`config.mk`:
```
export PLATFORM = sky130hd
export DESIGN_NAME = core_test_ctrl_flat
export DESIGN_NICKNAME = d
export VERILOG_FILES = /design/src/rtl/core_test_ctrl_if.sv /design/src/rtl/core_test_ctrl.sv /design/src/flat_wrapper.sv
export SDC_FILE = /design/constraint.sdc
export NUM_CORES = 1
export LEC_CHECK = 0
export ABC_AREA = 1
export CAP_MARGIN = 10
export CORE_ASPECT_RATIO = 1.2
export CORE_MARGIN = 3
export CORE_UTILIZATION = 50
export DETAILED_ROUTE_END_ITERATION = 12
export MAX_ROUTING_LAYER = met4
export PLACE_DENSITY_LB_ADDON = 0.25
export SYNTH_ARGS = -nofsm -noshare
export SYNTH_HDL_FRONTEND = slang
export SYNTH_SLANG_ARGS = --single-unit
```
`constraint.sdc`:
```
create_clock -name TESTCTRL_Clk_in -period 3.87 [get_ports TESTCTRL_Clk_in]
set_input_delay 0.774 -clock TESTCTRL_Clk_in [delete_from_list [all_inputs] [get_ports TESTCTRL_Clk_in]]
set_output_delay 0.774 -clock TESTCTRL_Clk_in [all_outputs]
set_load 0.05 [all_outputs]
```
`src/rtl/core_test_ctrl_if.sv`:
```
// Snoop view of the core's data-memory write bus; the core side drives it,
// the run controller only observes it.
interface core_test_ctrl_if #(
    parameter int DATAWIDTH = 32
);
    logic                 TESTCTRL_Datamem_Write_in;
    logic [DATAWIDTH-1:0] TESTCTRL_Datamem_Addr_InBUS;
    logic [DATAWIDTH-1:0] TESTCTRL_Datamem_Writedata_InBUS;
    logic [3:0]           TESTCTRL_Datamem_Byteenable_InBUS;

    modport master (
        output TESTCTRL_Datamem_Write_in,
        output TESTCTRL_Datamem_Addr_InBUS,
        output TESTCTRL_Datamem_Writedata_InBUS,
        output TESTCTRL_Datamem_Byteenable_InBUS
    );

    modport slave (
        input TESTCTRL_Datamem_Write_in,
        input TESTCTRL_Datamem_Addr_InBUS,
        input TESTCTRL_Datamem_Writedata_InBUS,
        input TESTCTRL_Datamem_Byteenable_InBUS
    );
endinterface

```
`src/rtl/core_test_ctrl.sv`:
```
// Run controller: sequences core reset release, bounds the run with a cycle
// timeout and ends it on a full-word store to the tohost mailbox.
module core_test_ctrl #(
    parameter int                   DATAWIDTH      = 32,
    parameter int                   CNT_WIDTH      = 32,
    parameter int                   RST_CYCLES     = 4,
    parameter int                   TIMEOUT_CYCLES = 150,
    parameter logic [DATAWIDTH-1:0] TOHOST_ADDR    = 32'h000003FC
) (
    input  logic                 TESTCTRL_Clk_in,
    input  logic                 TESTCTRL_Reset_in,
    input  logic                 TESTCTRL_Start_in,
    core_test_ctrl_if.slave      dmem_if,
    output logic                 TESTCTRL_Core_Reset_n_Out,
    output logic                 TESTCTRL_Busy_Out,
    output logic                 TESTCTRL_Done_Out,
    output logic                 TESTCTRL_Pass_Out,
    output logic                 TESTCTRL_Timeout_Out,
    output logic [DATAWIDTH-2:0] TESTCTRL_Exitcode_OutBUS,
    output logic [CNT_WIDTH-1:0] TESTCTRL_Cycles_OutBUS,
    output logic [CNT_WIDTH-1:0] TESTCTRL_Stores_OutBUS
);

    localparam int                   RW          = (RST_CYCLES > 1) ? $clog2(RST_CYCLES) : 1;
    localparam logic [RW-1:0]        RST_LOAD    = RW'(RST_CYCLES - 1);
    localparam logic                 TIMEOUT_EN  = (TIMEOUT_CYCLES != 0);
    localparam logic [CNT_WIDTH-1:0] TIMEOUT_VAL = CNT_WIDTH'(TIMEOUT_CYCLES);
    localparam logic [DATAWIDTH-1:0] PASS_VAL    = {{(DATAWIDTH-1){1'b0}}, 1'b1};

    typedef enum logic [1:0] {
        ST_IDLE  = 2'd0,
        ST_RESET = 2'd1,
        ST_RUN   = 2'd2,
        ST_DONE  = 2'd3
    } state_t;

    function automatic logic [CNT_WIDTH-1:0] sat_inc(input logic [CNT_WIDTH-1:0] v);
        if (v == {CNT_WIDTH{1'b1}}) begin
            sat_inc = v;
        end else begin
            sat_inc = v + {{(CNT_WIDTH-1){1'b0}}, 1'b1};
        end
    endfunction

    state_t                 state_q, state_d;
    logic [RW-1:0]          rst_cnt_q, rst_cnt_d;
    logic                   core_rst_n_q, core_rst_n_d;
    logic                   busy_q, busy_d;
    logic                   done_q, done_d;
    logic                   pass_q, pass_d;
    logic                   timeout_q, timeout_d;
    logic [DATAWIDTH-2:0]   exit_q, exit_d;
    logic [CNT_WIDTH-1:0]   cycles_q, cycles_d;
    logic [CNT_WIDTH-1:0]   stores_q, stores_d;

    logic                   hit_s;
    logic                   tmo_now_s;
    logic [CNT_WIDTH-1:0]   cyc_inc_s;

    // Mailbox decode and timeout detection on the would-be cycle count
    always_comb begin
        hit_s     = dmem_if.TESTCTRL_Datamem_Write_in
                  && (dmem_if.TESTCTRL_Datamem_Addr_InBUS == TOHOST_ADDR)
                  && (dmem_if.TESTCTRL_Datamem_Byteenable_InBUS == 4'hF);
        cyc_inc_s = sat_inc(cycles_q);
        tmo_now_s = TIMEOUT_EN && (cyc_inc_s == TIMEOUT_VAL);
    end

    // Next-state and registered-output computation
    always_comb begin
        state_d      = state_q;
        rst_cnt_d    = rst_cnt_q;
        core_rst_n_d = core_rst_n_q;
        busy_d       = busy_q;
        done_d       = done_q;
        pass_d       = pass_q;
        timeout_d    = timeout_q;
        exit_d       = exit_q;
        cycles_d     = cycles_q;
        stores_d     = stores_q;
        case (state_q)
            ST_IDLE, ST_DONE: begin
                if (TESTCTRL_Start_in) begin
                    state_d      = ST_RESET;
                    rst_cnt_d    = RST_LOAD;
                    core_rst_n_d = 1'b0;
                    busy_d       = 1'b1;
                    done_d       = 1'b0;
                    pass_d       = 1'b0;
                    timeout_d    = 1'b0;
                    exit_d       = {(DATAWIDTH-1){1'b0}};
                    cycles_d     = {CNT_WIDTH{1'b0}};
                    stores_d     = {CNT_WIDTH{1'b0}};
                end else begin
                    state_d = state_q;
                end
            end
            ST_RESET: begin
                if (rst_cnt_q == {RW{1'b0}}) begin
                    state_d      = ST_RUN;
                    core_rst_n_d = 1'b1;
                end else begin
                    rst_cnt_d = rst_cnt_q - {{(RW-1){1'b0}}, 1'b1};
                end
            end
            ST_RUN: begin
                cycles_d = cyc_inc_s;
                if (dmem_if.TESTCTRL_Datamem_Write_in) begin
                    stores_d = sat_inc(stores_q);
                end else begin
                    stores_d = stores_q;
                end
                // A mailbox hit takes priority over a coincident timeout
                if (hit_s) begin
                    state_d      = ST_DONE;
                    core_rst_n_d = 1'b0;
                    busy_d       = 1'b0;
                    done_d       = 1'b1;
                    pass_d       = (dmem_if.TESTCTRL_Datamem_Writedata_InBUS == PASS_VAL);
                    exit_d       = dmem_if.TESTCTRL_Datamem_Writedata_InBUS[DATAWIDTH-1:1];
                end else if (tmo_now_s) begin
                    state_d      = ST_DONE;
                    core_rst_n_d = 1'b0;
                    busy_d       = 1'b0;
                    done_d       = 1'b1;
                    timeout_d    = 1'b1;
                    pass_d       = 1'b0;
                    exit_d       = {(DATAWIDTH-1){1'b0}};
                end else begin
                    state_d = ST_RUN;
                end
            end
            default: begin
                state_d      = ST_IDLE;
                core_rst_n_d = 1'b0;
                busy_d       = 1'b0;
                done_d       = 1'b0;
            end
        endcase
    end

    // State and output registers
    always_ff @(posedge TESTCTRL_Clk_in or posedge TESTCTRL_Reset_in) begin
        if (TESTCTRL_Reset_in) begin
            state_q      <= ST_IDLE;
            rst_cnt_q    <= {RW{1'b0}};
            core_rst_n_q <= 1'b0;
            busy_q       <= 1'b0;
            done_q       <= 1'b0;
            pass_q       <= 1'b0;
            timeout_q    <= 1'b0;
            exit_q       <= {(DATAWIDTH-1){1'b0}};
            cycles_q     <= {CNT_WIDTH{1'b0}};
            stores_q     <= {CNT_WIDTH{1'b0}};
        end else begin
            state_q      <= state_d;
            rst_cnt_q    <= rst_cnt_d;
            core_rst_n_q <= core_rst_n_d;
            busy_q       <= busy_d;
            done_q       <= done_d;
            pass_q       <= pass_d;
            timeout_q    <= timeout_d;
            exit_q       <= exit_d;
            cycles_q     <= cycles_d;
            stores_q     <= stores_d;
        end
    end

    assign TESTCTRL_Core_Reset_n_Out = core_rst_n_q;
    assign TESTCTRL_Busy_Out         = busy_q;
    assign TESTCTRL_Done_Out         = done_q;
    assign TESTCTRL_Pass_Out         = pass_q;
    assign TESTCTRL_Timeout_Out      = timeout_q;
    assign TESTCTRL_Exitcode_OutBUS  = exit_q;
    assign TESTCTRL_Cycles_OutBUS    = cycles_q;
    assign TESTCTRL_Stores_OutBUS    = stores_q;

endmodule

```
`src/flat_wrapper.sv`:
```
// flat-port wrapper written by rule: the top's interface ports become plain ports
module core_test_ctrl_flat 
#(
    parameter int                   DATAWIDTH      = 32,
    parameter int                   CNT_WIDTH      = 32,
    parameter int                   RST_CYCLES     = 4,
    parameter int                   TIMEOUT_CYCLES = 150,
    parameter logic [DATAWIDTH-1:0] TOHOST_ADDR    = 32'h000003FC
)
  (TESTCTRL_Clk_in, TESTCTRL_Reset_in, TESTCTRL_Start_in, TESTCTRL_Core_Reset_n_Out, TESTCTRL_Busy_Out, TESTCTRL_Done_Out, TESTCTRL_Pass_Out, TESTCTRL_Timeout_Out, TESTCTRL_Exitcode_OutBUS, TESTCTRL_Cycles_OutBUS, TESTCTRL_Stores_OutBUS, dmem_if_TESTCTRL_Datamem_Write_in, dmem_if_TESTCTRL_Datamem_Addr_InBUS, dmem_if_TESTCTRL_Datamem_Writedata_InBUS, dmem_if_TESTCTRL_Datamem_Byteenable_InBUS);
  core_test_ctrl_if #(.DATAWIDTH(DATAWIDTH)) dmem_if_i ();
  input  logic TESTCTRL_Clk_in;
  input  logic TESTCTRL_Reset_in;
  input  logic TESTCTRL_Start_in;
  output logic TESTCTRL_Core_Reset_n_Out;
  output logic TESTCTRL_Busy_Out;
  output logic TESTCTRL_Done_Out;
  output logic TESTCTRL_Pass_Out;
  output logic TESTCTRL_Timeout_Out;
  output logic [DATAWIDTH-2:0] TESTCTRL_Exitcode_OutBUS;
  output logic [CNT_WIDTH-1:0] TESTCTRL_Cycles_OutBUS;
  output logic [CNT_WIDTH-1:0] TESTCTRL_Stores_OutBUS;
  input wire logic [$bits(dmem_if_i.TESTCTRL_Datamem_Write_in)-1:0] dmem_if_TESTCTRL_Datamem_Write_in;
  input wire logic [$bits(dmem_if_i.TESTCTRL_Datamem_Addr_InBUS)-1:0] dmem_if_TESTCTRL_Datamem_Addr_InBUS;
  input wire logic [$bits(dmem_if_i.TESTCTRL_Datamem_Writedata_InBUS)-1:0] dmem_if_TESTCTRL_Datamem_Writedata_InBUS;
  input wire logic [$bits(dmem_if_i.TESTCTRL_Datamem_Byteenable_InBUS)-1:0] dmem_if_TESTCTRL_Datamem_Byteenable_InBUS;
  assign dmem_if_i.TESTCTRL_Datamem_Write_in = dmem_if_TESTCTRL_Datamem_Write_in;
  assign dmem_if_i.TESTCTRL_Datamem_Addr_InBUS = dmem_if_TESTCTRL_Datamem_Addr_InBUS;
  assign dmem_if_i.TESTCTRL_Datamem_Writedata_InBUS = dmem_if_TESTCTRL_Datamem_Writedata_InBUS;
  assign dmem_if_i.TESTCTRL_Datamem_Byteenable_InBUS = dmem_if_TESTCTRL_Datamem_Byteenable_InBUS;
  core_test_ctrl #(.DATAWIDTH(DATAWIDTH), .CNT_WIDTH(CNT_WIDTH), .RST_CYCLES(RST_CYCLES), .TIMEOUT_CYCLES(TIMEOUT_CYCLES), .TOHOST_ADDR(TOHOST_ADDR)) u_core (.TESTCTRL_Clk_in(TESTCTRL_Clk_in), .TESTCTRL_Reset_in(TESTCTRL_Reset_in), .TESTCTRL_Start_in(TESTCTRL_Start_in), .dmem_if(dmem_if_i), .TESTCTRL_Core_Reset_n_Out(TESTCTRL_Core_Reset_n_Out), .TESTCTRL_Busy_Out(TESTCTRL_Busy_Out), .TESTCTRL_Done_Out(TESTCTRL_Done_Out), .TESTCTRL_Pass_Out(TESTCTRL_Pass_Out), .TESTCTRL_Timeout_Out(TESTCTRL_Timeout_Out), .TESTCTRL_Exitcode_OutBUS(TESTCTRL_Exitcode_OutBUS), .TESTCTRL_Cycles_OutBUS(TESTCTRL_Cycles_OutBUS), .TESTCTRL_Stores_OutBUS(TESTCTRL_Stores_OutBUS));
endmodule
```
==> run metrics <==
Post-Route WL=19.46 mm; Core Area=12780 µm²; initial cell density of the core=51.44%; grt ovf=0; met2 Use GR=46.32%; CTS Hold Bufs=0; Peak VDD IR=0.3233 mV; Final WS setup=603.8 ps; FF+latch count, synth=104; Avg Cell Area, Syn=6.965 µm²; met1 Use GR=35.04%; status=finished, final reports clean; Psw=1.440 mW; TritonCTS buffer count=9; min Tclk post-route=3266 ps; largest net degree at the start of global routing=59; Critical Path AT=3550 ps; via count=6813; met3 usage=5.067%; Crit path required time=4150 ps; largest cells by area after synthesis=dfrtp_1 40%, nand2_1 15%, nor2_1 8.8%; DR WL/cell=15.25 µm; sequential share of power=33.9%; CTS Root Cell=clkbuf_16; fillcell total=1140; CP Launch Point=u_core.TESTCTRL_Cycles_OutBUS[0]; diodes inserted=0; htree depth=3; Post-CTS Setup Bufs=0; DP HPWL=14.78 mm; Final period util=84.40%; WS Path Type=reg -> reg; CP Max Fanout=25; hold_sp=u_core.TESTCTRL_Exitcode_OutBUS[1]; Synth Warn #=0; I/O Pins=172; post-CTS sizing=0; die width=110.7 µm; final setup fails=0; IO buf count=171; register area share after synthesis=39.58%; Die ar.=14570 µm²; Final Max Slew Viols=0; Max Fclk=306.2 MHz; area leader, netlist=dfrtp_1; Hold Crit Class=reg -> reg; Worst-path clk slew=70 ps; slew margin rel.=49.00%; clock share of power=28.8%; Power Dens Cells=407.8 nW/µm²; unrepaired setup endpoints after global routing=no; max-cap violation count=0; Static Leak=3.880 nW; Tightest Pin Transition=765.0 ps; GRT busiest layer=met2; pre-CTS setup slack=590.4 ps; clk_lat worst skew=350 ps; Final nets=1185; Fin. Hold Viols=0; Sum Neg Setup Slack=0 ps; gp weighted congestion=0.9304; Yosys cell types=37; Iter 0 DRT Violations=490; hold_ws=470.5 ps; Max Buffers Root-to-Sink=2; DRC viols=0; Syn Inst Count=944; vias per cell=5.339; Sw Share=40.57%; kind of end point of the critical path=register; Power Internal=2.109 mW; GRT Overall Usage=28.04%; syn nets=1021; initial antenna violation count=0; Comb power frac=37.3%; mapped cell area=6575 µm²; layout cells sized above 1=6.475%; first drt pass iteration count=5; CP Launch Type=register; CTS Sinks=104; worst r2r src=u_core.TESTCTRL_Cycles_OutBUS[0]; Area Overhead vs Synth=32.37%; Synth top area share=39.58%; global-route wire length before repair=32.90 mm; antenna-violating nets left=0; CTS tree=yes; clock skew after layout=7.664 ps; vias in the first global route=6756; num rows=45; Die Ht=131.6 µm
power by group through the flow:
stage	Combinational (mW)	Sequential (mW)	Clock, mW
after floorplan	0.890	1.34	0
after global routing	1.47	1.22	1.08
after global placement	1.30	1.23	0
final	1.32	1.20	1.02
after detailed placement	1.32	1.22	0
after CTS	1.33	1.20	1.04
per-stage QoR:
step,power [mW],std cells,util [%],area [µm²]
floorplan,2.227,944,-,6575
global placement,2.526,1261,65.52,8374
detailed placement,2.547,1261,65.52,8374
CTS,3.574,1276,68.10,8703
global route,3.767,1276,68.10,8703
finish,3.549,1276,68.10,8703
state kept, by name, indices dropped and copies added, names as in the netlist:
register	count
u_core.TESTCTRL_Busy_Out	1
u_core.TESTCTRL_Core_Reset_n_Out	1
u_core.TESTCTRL_Cycles_OutBUS	32
u_core.TESTCTRL_Done_Out	1
u_core.TESTCTRL_Exitcode_OutBUS	31
u_core.TESTCTRL_Pass_Out	1
u_core.TESTCTRL_Stores_OutBUS	32
u_core.TESTCTRL_Timeout_Out	1
u_core.rst_cnt_q	2
u_core.state_q	2
logic make-up after synthesis:
group | share of synthesized area [%]
compound gates | 7.250
xor+xnor | 1.066
simple gates | 41.12
buf+inv | 10.03
flops | 39.58
fa+ha+maj | 0.9515
worst max-delay path, cell delays in order, from the launching register on:
cell and delay (ps):
dfrtp_1 490, ha_1 330, nand2_2 120, nor2_4 240, nand2_4 110, nor2_4 180
nand2_4 210, nand2_2 100, nand2_1 60, nor2_1 150, nand3_1 80, nor2_1 160
nand3_2 120, nand3_4 240, buf_4 380, nand3_1 110, nand2_1 90
synth_stat cells:
library cell  number
nand2_1          264
nor2_1           155
inv_1            118
dfrtp_1          104
nand3_1           71
o21ai_0           52
nand4_1           32
nand3_2           31
a21oi_1           21
clkbuf_1          13
nor3_1            13
o22ai_1            8
nor4_1             7
xor2_1             7
ha_1               5
buf_12             4
and3_1             3
buf_2              3
buf_4              3
buf_6              3
nand2_4            3
nor2_2             3
nor2_4             3
o21a_1             3
nand2_2            2
o31ai_1            2
a22oi_1            1
a31o_2             1
and2_1             1
clkbuf_4           1
clkinv_2           1
inv_2              1
nand3_4            1
nand3b_1           1
nor3b_1            1
o21bai_1           1
xnor2_1            1
placed cells by master, fill, tap and decap left out, types with 4 or more instances in the layout:
cell               n
clkdlybuf4s50_1  171
o21ai_0           52
ha_1               5
o22ai_1            8
buf_4              8
a21oi_1           21
dfrtp_1          104
nand3_2           31
xor2_1             7
nor2_4             4
nor2_1           154
nor3_1            13
nor4_1             7
nand4_1           32
nand2_1          264
clkbuf_16          9
inv_1            117
nand3_1           71
worst paths after layout:
path	slack, ps	depth (start not counted)	to
worst max-delay path	600	16	u_core.TESTCTRL_Exitcode_OutBUS[29]
worst min-delay path	470	2	u_core.TESTCTRL_Exitcode_OutBUS[1]
worst max register to register	600	16	u_core.TESTCTRL_Exitcode_OutBUS[29]
worst min register to register	470	2	u_core.TESTCTRL_Exitcode_OutBUS[1]
max in group asynchronous	2230	3	u_core.TESTCTRL_Exitcode_OutBUS[22]
min in group asynchronous	920	2	u_core.TESTCTRL_Stores_OutBUS[28]
routing by layer:
layer / routed length, µm / vias up
met3: 1268 / 40
met1: 8086 / 3137
met2: 9660 / 276
met4: 441 / 0
met5: 0 / -
li1: - / 3360
layout make-up:
cell class / instances / area [µm²] / share of cell area, %
multi-input combinational: 693 / 3321 / 38.15
sequential: 104 / 2603 / 29.90
timing repair buffer: 180 / 1792 / 20.59
inverter: 120 / 454.2 / 5.219
clock buffer: 11 / 252.7 / 2.904
tap: 164 / 205.2 / 2.358
clock inverter: 4 / 76.32 / 0.8769
Note: power is estimated with default switching activity, not from simulation.
